[config.mk]
export PLATFORM = sky130hd
export DESIGN_NAME = cache_fill_fsm_flat
export DESIGN_NICKNAME = d
export VERILOG_FILES = /design/src/rtl/cache_pkg.sv /design/src/rtl/cache_fill_fsm_if.sv /design/src/rtl/onehot_decoder.sv /design/src/rtl/cache_fill_fsm.sv /design/src/flat_wrapper.sv
export SDC_FILE = /design/constraint.sdc
export NUM_CORES = 1
export LEC_CHECK = 0
export ABC_CLOCK_PERIOD_IN_PS = 3300
export CAP_MARGIN = 20
export CORE_AREA = 2 2 80 82
export DETAILED_ROUTE_END_ITERATION = 6
export DIE_AREA = 0 0 82 84
export DONT_BUFFER_PORTS = 1
export PLACE_DENSITY = 0.54
export SLEW_MARGIN = 5
export SYNTH_ARGS = -nofsm -noshare
export SYNTH_HDL_FRONTEND = slang
export SYNTH_HIERARCHICAL = 1
export SYNTH_SLANG_ARGS = --single-unit
export TNS_END_PERCENT = 100
[constraint.sdc]
create_clock -name clk -period 3.3 [get_ports clk]
set_clock_uncertainty 0.15 [all_clocks]
set_input_delay 0.66 -clock clk [delete_from_list [all_inputs] [get_ports clk]]
set_output_delay 0.66 -clock clk [all_outputs]
set_load 0.005 [all_outputs]
[src/rtl/cache_pkg.sv]
// Shared constants and state encoding for the cache line-fill controller.
// Latency: n/a (declarations only).
// Backpressure: n/a (declarations only).
package cache_pkg;

    localparam int ADDR_W   = 16;                 // byte-address width
    localparam int WORDS    = 8;                  // 16-bit words per line
    localparam int LINES    = 128;                // lines in the data array
    localparam int OFFSET_W = 4;                  // byte offset bits within a line
    localparam int INDEX_W  = 7;                  // line index bits, addr[10:4]
    localparam int TAG_W    = 5;                  // tag bits, addr[15:11]
    localparam int WIDX_W   = OFFSET_W - 1;       // word index bits, addr[3:1]
    localparam int CNT_W    = 4;                  // fill counters, saturate at WORDS
    localparam int LBASE_W  = ADDR_W - OFFSET_W;  // line-aligned base, addr[15:4]

    typedef enum logic {
        IDLE = 1'b0,
        FILL = 1'b1
    } state_e;

endpackage

[src/rtl/cache_fill_fsm_if.sv]
// Bundle of the miss, memory and array-write signals around the fill controller.
// Latency: n/a (wiring only).
// Backpressure: none; memory is a fixed-latency pipe and the pipeline stalls on fsm_busy.
// Ports: master = fill controller side, slave = pipeline/memory/array side.
interface cache_fill_fsm_if;
    import cache_pkg::*;

    logic                miss_detected;
    logic [ADDR_W-1:0]   miss_address;
    logic [15:0]         memory_data;
    logic                memory_data_valid;
    logic                fsm_busy;
    logic                mem_read;
    logic [ADDR_W-1:0]   memory_address;
    logic                write_data_array;
    logic                write_tag_array;
    logic [LINES-1:0]    block_enable;
    logic [WORDS-1:0]    word_enable;
    logic [15:0]         data_out;

    modport master (
        input  miss_detected, miss_address, memory_data, memory_data_valid,
        output fsm_busy, mem_read, memory_address, write_data_array,
               write_tag_array, block_enable, word_enable, data_out
    );

    modport slave (
        output miss_detected, miss_address, memory_data, memory_data_valid,
        input  fsm_busy, mem_read, memory_address, write_data_array,
               write_tag_array, block_enable, word_enable, data_out
    );

endinterface

[src/rtl/onehot_decoder.sv]
// Binary index to one-hot select, forced all-zero when not enabled.
// Latency: combinational.
// Backpressure: none.
// Ports: index_i (binary select), en_i (enable), onehot_o (N-bit one-hot or zero).
module onehot_decoder #(
    parameter int N = 8
) (
    input  logic [$clog2(N)-1:0] index_i,
    input  logic                 en_i,
    output logic [N-1:0]         onehot_o
);

    always_comb begin
        onehot_o = '0;
        if (en_i) begin
            onehot_o[index_i] = 1'b1;
        end
    end

endmodule

[src/rtl/cache_fill_fsm.sv]
// Line-fill controller: on a miss, streams 8 word reads to memory and writes the returns into the data/tag arrays.
// Latency: first read 1 cycle after the miss; with 4-cycle memory the tag write lands 12 cycles after the miss.
// Backpressure: none accepted; holds the pipeline with fsm_busy for the whole fill and ignores new misses meanwhile.
// Ports: clk, rst (sync, active-high), bus (cache_fill_fsm_if.master: miss in, memory req/resp, array write strobes).
module cache_fill_fsm
    import cache_pkg::*;
(
    input  logic              clk,
    input  logic              rst,
    cache_fill_fsm_if.master  bus
);

    state_e              state_q, state_d;
    logic [CNT_W-1:0]    issue_cnt_q, issue_cnt_d;
    logic [CNT_W-1:0]    ret_cnt_q, ret_cnt_d;
    logic [LBASE_W-1:0]  line_base_q, line_base_d;  // addr[15:4] of the line being filled
    logic                word_wr;                   // a returned word is written this cycle
    logic                mem_read;
    logic [ADDR_W-1:0]   memory_address;
    logic                tag_wr;

    // Byte offset of the miss is irrelevant: the whole line is fetched.
    logic [OFFSET_W-1:0] unused_miss_offset;
    assign unused_miss_offset = bus.miss_address[OFFSET_W-1:0];

    always_ff @(posedge clk) begin
        if (rst) begin
            state_q     <= IDLE;
            issue_cnt_q <= '0;
            ret_cnt_q   <= '0;
            line_base_q <= '0;
        end else begin
            state_q     <= state_d;
            issue_cnt_q <= issue_cnt_d;
            ret_cnt_q   <= ret_cnt_d;
            line_base_q <= line_base_d;
        end
    end

    always_comb begin
        state_d        = state_q;
        issue_cnt_d    = issue_cnt_q;
        ret_cnt_d      = ret_cnt_q;
        line_base_d    = line_base_q;
        mem_read       = 1'b0;
        memory_address = '0;
        word_wr        = 1'b0;
        tag_wr         = 1'b0;

        case (state_q)
            IDLE: begin
                if (bus.miss_detected) begin
                    line_base_d = bus.miss_address[ADDR_W-1:OFFSET_W];
                    issue_cnt_d = '0;
                    ret_cnt_d   = '0;
                    state_d     = FILL;
                end
            end
            FILL: begin
                // Issue side: one read per cycle until all words are requested.
                if (issue_cnt_q < CNT_W'(WORDS)) begin
                    mem_read       = 1'b1;
                    memory_address = {line_base_q, issue_cnt_q[WIDX_W-1:0], 1'b0};
                    issue_cnt_d    = issue_cnt_q + CNT_W'(1);
                end
                // Return side: memory answers in order, so the return count is the word index.
                if (bus.memory_data_valid && (ret_cnt_q < CNT_W'(WORDS))) begin
                    word_wr   = 1'b1;
                    ret_cnt_d = ret_cnt_q + CNT_W'(1);
                    if (ret_cnt_q == CNT_W'(WORDS - 1)) begin
                        tag_wr  = 1'b1;
                        state_d = IDLE;
                    end
                end
            end
            default: state_d = IDLE;
        endcase

        // Reset aborts a fill in the same cycle: no strobe may escape while rst is high.
        if (rst) begin
            mem_read       = 1'b0;
            memory_address = '0;
            word_wr        = 1'b0;
            tag_wr         = 1'b0;
        end
    end

    onehot_decoder #(.N(WORDS)) u_word_dec (
        .index_i  (ret_cnt_q[WIDX_W-1:0]),
        .en_i     (word_wr),
        .onehot_o (bus.word_enable)
    );

    onehot_decoder #(.N(LINES)) u_block_dec (
        .index_i  (line_base_q[INDEX_W-1:0]),
        .en_i     (word_wr),
        .onehot_o (bus.block_enable)
    );

    assign bus.fsm_busy         = (state_q == FILL);
    assign bus.mem_read         = mem_read;
    assign bus.memory_address   = memory_address;
    assign bus.write_data_array = word_wr;
    assign bus.write_tag_array  = tag_wr;
    assign bus.data_out         = bus.memory_data;

endmodule
[src/flat_wrapper.sv]
// flat-port wrapper written by rule: the top's interface ports become plain ports
module cache_fill_fsm_flat import cache_pkg::*;
  (clk, rst, bus_miss_detected, bus_miss_address, bus_memory_data, bus_memory_data_valid, bus_fsm_busy, bus_mem_read, bus_memory_address, bus_write_data_array, bus_write_tag_array, bus_block_enable, bus_word_enable, bus_data_out);
  cache_fill_fsm_if bus_i ();
  input  logic clk;
  input  logic rst;
  input wire logic [$bits(bus_i.miss_detected)-1:0] bus_miss_detected;
  input wire logic [$bits(bus_i.miss_address)-1:0] bus_miss_address;
  input wire logic [$bits(bus_i.memory_data)-1:0] bus_memory_data;
  input wire logic [$bits(bus_i.memory_data_valid)-1:0] bus_memory_data_valid;
  output wire logic [$bits(bus_i.fsm_busy)-1:0] bus_fsm_busy;
  output wire logic [$bits(bus_i.mem_read)-1:0] bus_mem_read;
  output wire logic [$bits(bus_i.memory_address)-1:0] bus_memory_address;
  output wire logic [$bits(bus_i.write_data_array)-1:0] bus_write_data_array;
  output wire logic [$bits(bus_i.write_tag_array)-1:0] bus_write_tag_array;
  output wire logic [$bits(bus_i.block_enable)-1:0] bus_block_enable;
  output wire logic [$bits(bus_i.word_enable)-1:0] bus_word_enable;
  output wire logic [$bits(bus_i.data_out)-1:0] bus_data_out;
  assign bus_i.miss_detected = bus_miss_detected;
  assign bus_i.miss_address = bus_miss_address;
  assign bus_i.memory_data = bus_memory_data;
  assign bus_i.memory_data_valid = bus_memory_data_valid;
  assign bus_fsm_busy = bus_i.fsm_busy;
  assign bus_mem_read = bus_i.mem_read;
  assign bus_memory_address = bus_i.memory_address;
  assign bus_write_data_array = bus_i.write_data_array;
  assign bus_write_tag_array = bus_i.write_tag_array;
  assign bus_block_enable = bus_i.block_enable;
  assign bus_word_enable = bus_i.word_enable;
  assign bus_data_out = bus_i.data_out;
  cache_fill_fsm u_core (.clk(clk), .rst(rst), .bus(bus_i));
endmodule
==> flow_metrics.py <==
metrics = {
    "cells_and_area": {
        "drive_above_1_share_pct": 10.4,
        "antenna_cells": 0,
        "nFillCells": 669,
        "syn_to_final_growth_pct": -1.68,
        "layout_common_cells": "nor2_1, nand2_1, dfxtp_1",
        "layout_commonest_cell": "nor2_1",
        "finalNetCount": 337,
    },
    "clocking": {
        "cts_root_buf": "clkbuf_8",
        "clock_latency_ns": 0.26,
        "postCtsHoldBufs": 0,
        "cts_setup_buffers": 0,
        "cts_buffer_depth": 2,
        "cts_resized": 0,
        "clk_pin_slew_ns": 0.08,
        "cts_buffers": 3,
        "cts_tree": "built",
        "cts_max_level": 1,
        "cts_num_sinks": 21,
    },
    "sta": {
        "tightestPinTransition_ns": 0.919,
        "fmax_mhz": 363,
        "max_slew_margin_pct": 38.6,
        "setup_ws_ns": 0.543,
        "rsz0062_at_grt": "false",
        "hold_viol": 0,
        "period_share_pct": 83.6,
        "setup-tns-final_ns": 0,
        "period_minus_slack_ns": 2.76,
        "setup_viol": 0,
        "final_max_slew_viol_count": 0,
    },
    "yosys": {
        "synth_edf_count": 0,
        "synth_compound_area_share_pct": 5.64,
        "synth_cell_types": 36,
        "syn_area_per_cell_um2": 6.28,
        "synthAdderAreaFrac_pct": 1.20,
        "synth-seq-cells": 21,
        "synth_ff_type": "dfxtp_1",
        "synth_top_area_share_pct": 22.1,
        "yosysSeqAreaShare_pct": 20.2,
        "synth_area_leaders": "nor2_1, dfxtp_1, buf_4, nand2_1, nand4bb_1",
        "yosys_warnings": 6,
        "synth_area_leader_cell": "nor2_1",
        "syn-cell-area_mm2": 0.00209,
        "synth_top_family_by_area": "simple AND/OR/NAND/NOR gates",
        "yosys.area_share.simple_pct": 58.5,
        "synth_xor_area_share_pct": 0,
        "synthMuxAreaShare_pct": 0,
        "async_flop_share_pct": 0,
        "synthCells": 332,
        "syn_nets": 370,
    },
    "worst_setup_path": {
        "critical_path_class": "reg -> out",
        "crit_end": "bus_block_enable[6]",
        "arrival_ns": 1.95,
        "cp_slowest_cell": "or4_1",
        "cpPeakStageDelay_ns": 0.82,
        "endpoint_kind": "output pin",
        "rrSetupSlack_ns": 1.59,
        "r2r_end": "u_core/line_base_q[0]",
        "critPathMaxFanout": 20,
        "reg2reg_depth": 4,
        "crit_required_ns": 2.49,
        "crit_path_start": "u_core/line_base_q[4]",
        "timing.rr.start": "u_core/bus.fsm_busy",
        "crit_chain": "or4_1 -> nor2_1 -> buf_4",
        "worstSetupStartpointType": "register",
    },
    "global_route": {
        "grt_pass1_vias": 1662,
        "grt_overflow": 0,
        "grtUsageMet1_pct": 23.5,
        "grt_max_degree": 26,
        "grt.busiest_layer": "met2",
        "grt_antenna_before_repair": 0,
        "met2_usage_pct": 29.0,
        "grt_use_met3_pct": 3.57,
        "grt.total_usage_pct": 17.6,
        "grt_pass1_wl_um": 9280,
    },
    "drt": {
        "wirelength_um": 6920,
        "avgViaCountPerCell": 5.74,
        "drcViolationCount": 0,
        "drtIter0Drc": 163,
        "ant_nets": 0,
        "vias": 2154,
        "first_pass_iters": 4,
        "routedWlPerCell_um": 18.4,
    },
    "floorplan": {
        "start_util_pct": 34.2,
        "io_pins": 208,
        "fp.dieW_um": 82,
        "die_h_um": 84,
        "core_area_mm2": 0.00610,
        "dieArea_mm2": 0.00689,
        "rows": 29,
    },
    "power": {
        "ir_drop_uv": 174,
        "leakage_nw": 0.565,
        "power.density_mw_per_mm2": 261,
    },
    "run": {
        "cap_violations": 0,
    },
    "worst_hold_path": {
        "hold_class": "reg -> reg",
    },
    "place": {
        "place_hpwl_um": 5010,
        "port-buffer-count": 0,
        "place_congestion": 0.732,
        "dpl_worst_slack_ns": 0.579,
    },
    "run_status": {
        "status": "finished, final reports clean",
    },
}
==> worst min path at each step <==
stage	start	to	slack [ns]	depth (start not counted)
4_1_cts	rst	u_core/issue_cnt_q[1]	0.29	1
3_5_place_dp	u_core/line_base_q[11]	u_core/line_base_q[11]	0.29	2
3_3_place_gp	u_core/line_base_q[9]	u_core/line_base_q[9]	0.29	2
5_1_grt	rst	u_core/issue_cnt_q[0]	0.28	1
6_report	u_core/line_base_q[11]	u_core/line_base_q[11]	0.30	2
2_1_floorplan	u_core/line_base_q[10]	u_core/line_base_q[10]	0.28	2
==> critical path, delay by kind of cell (launching register included) <==
| family | cells | cell delay [ns] |
|---|---|---|
| AND/OR/NAND/NOR | 2 | 1.03 |
| flip-flops | 1 | 0.52 |
| buffers and inverters | 1 | 0.14 |
==> through the flow <==
| step | util [%] | hold WS (ns) | instances | area, µm² | power (mW) |
|---|---|---|---|---|---|
| CTS | 33.6 | 0.294 | 375 | 2050 | 0.544 |
| detailed placement | 32.9 | 0.289 | 371 | 2000 | 0.371 |
| global placement | 32.9 | 0.286 | 371 | 2000 | 0.369 |
| finish | 33.6 | 0.300 | 375 | 2050 | 0.535 |
| global route | 33.6 | 0.284 | 375 | 2050 | 0.566 |
| floorplan | - | 0.282 | 332 | 2090 | 0.374 |
==> per-layer routing <==
layer | part of all wire, % | up-vias
li1 | - | 999
met1 | 42 | 1011
met2 | 48 | 142
met3 | 9.3 | 2
met4 | 0.19 | 0
met5 | 0 | -
==> power by group <==
part / total [mW] / internal (mW) / switching (mW)
clock: 0.170 / 0.0841 / 0.0860
sequential: 0.287 / 0.264 / 0.0221
combinational: 0.0780 / 0.0291 / 0.0489
==> kinds of logic (layout without fill, tap and decap cells) <==
group / Yosys count / count (layout)
DFF: 21 / 21
AOI/OAI and AO/OA: 22 / 22
buffers and inverters: 54 / 20
other: 1 / 1
and+or+nand+nor: 232 / 232
adders and majority gates: 2 / 2
==> registers in the layout (all words and copies together) (netlist names) <==
signal	cells
u_core/issue_cnt_q	4
u_core/line_base_q	12
u_core/ret_cnt_q	4
u_core/bus.fsm_busy	1
==> layout make-up <==
class / count / area (µm²) / area share [%]
Clock buffer: 3 / 41.3 / 2.01
Clock inverter: 1 / 5.00 / 0.244
Multi-Input combinational cell: 257 / 1370 / 66.7
Sequential cell: 21 / 420 / 20.5
Tap cell: 77 / 96.3 / 4.70
Timing Repair Buffer: 16 / 120 / 5.86
==> Yosys cell counts (5+ instances only) <==
cell	n
buf_4	19
nand4b_1	10
or4b_1	5
nor3_1	11
clkbuf_1	24
and2_1	15
buf_2	6
nand2b_1	6
nand2_1	29
nand4bb_1	9
nor2_1	123
dfxtp_1	21
a21oi_1	17
(Power assumes the default switching activity.)
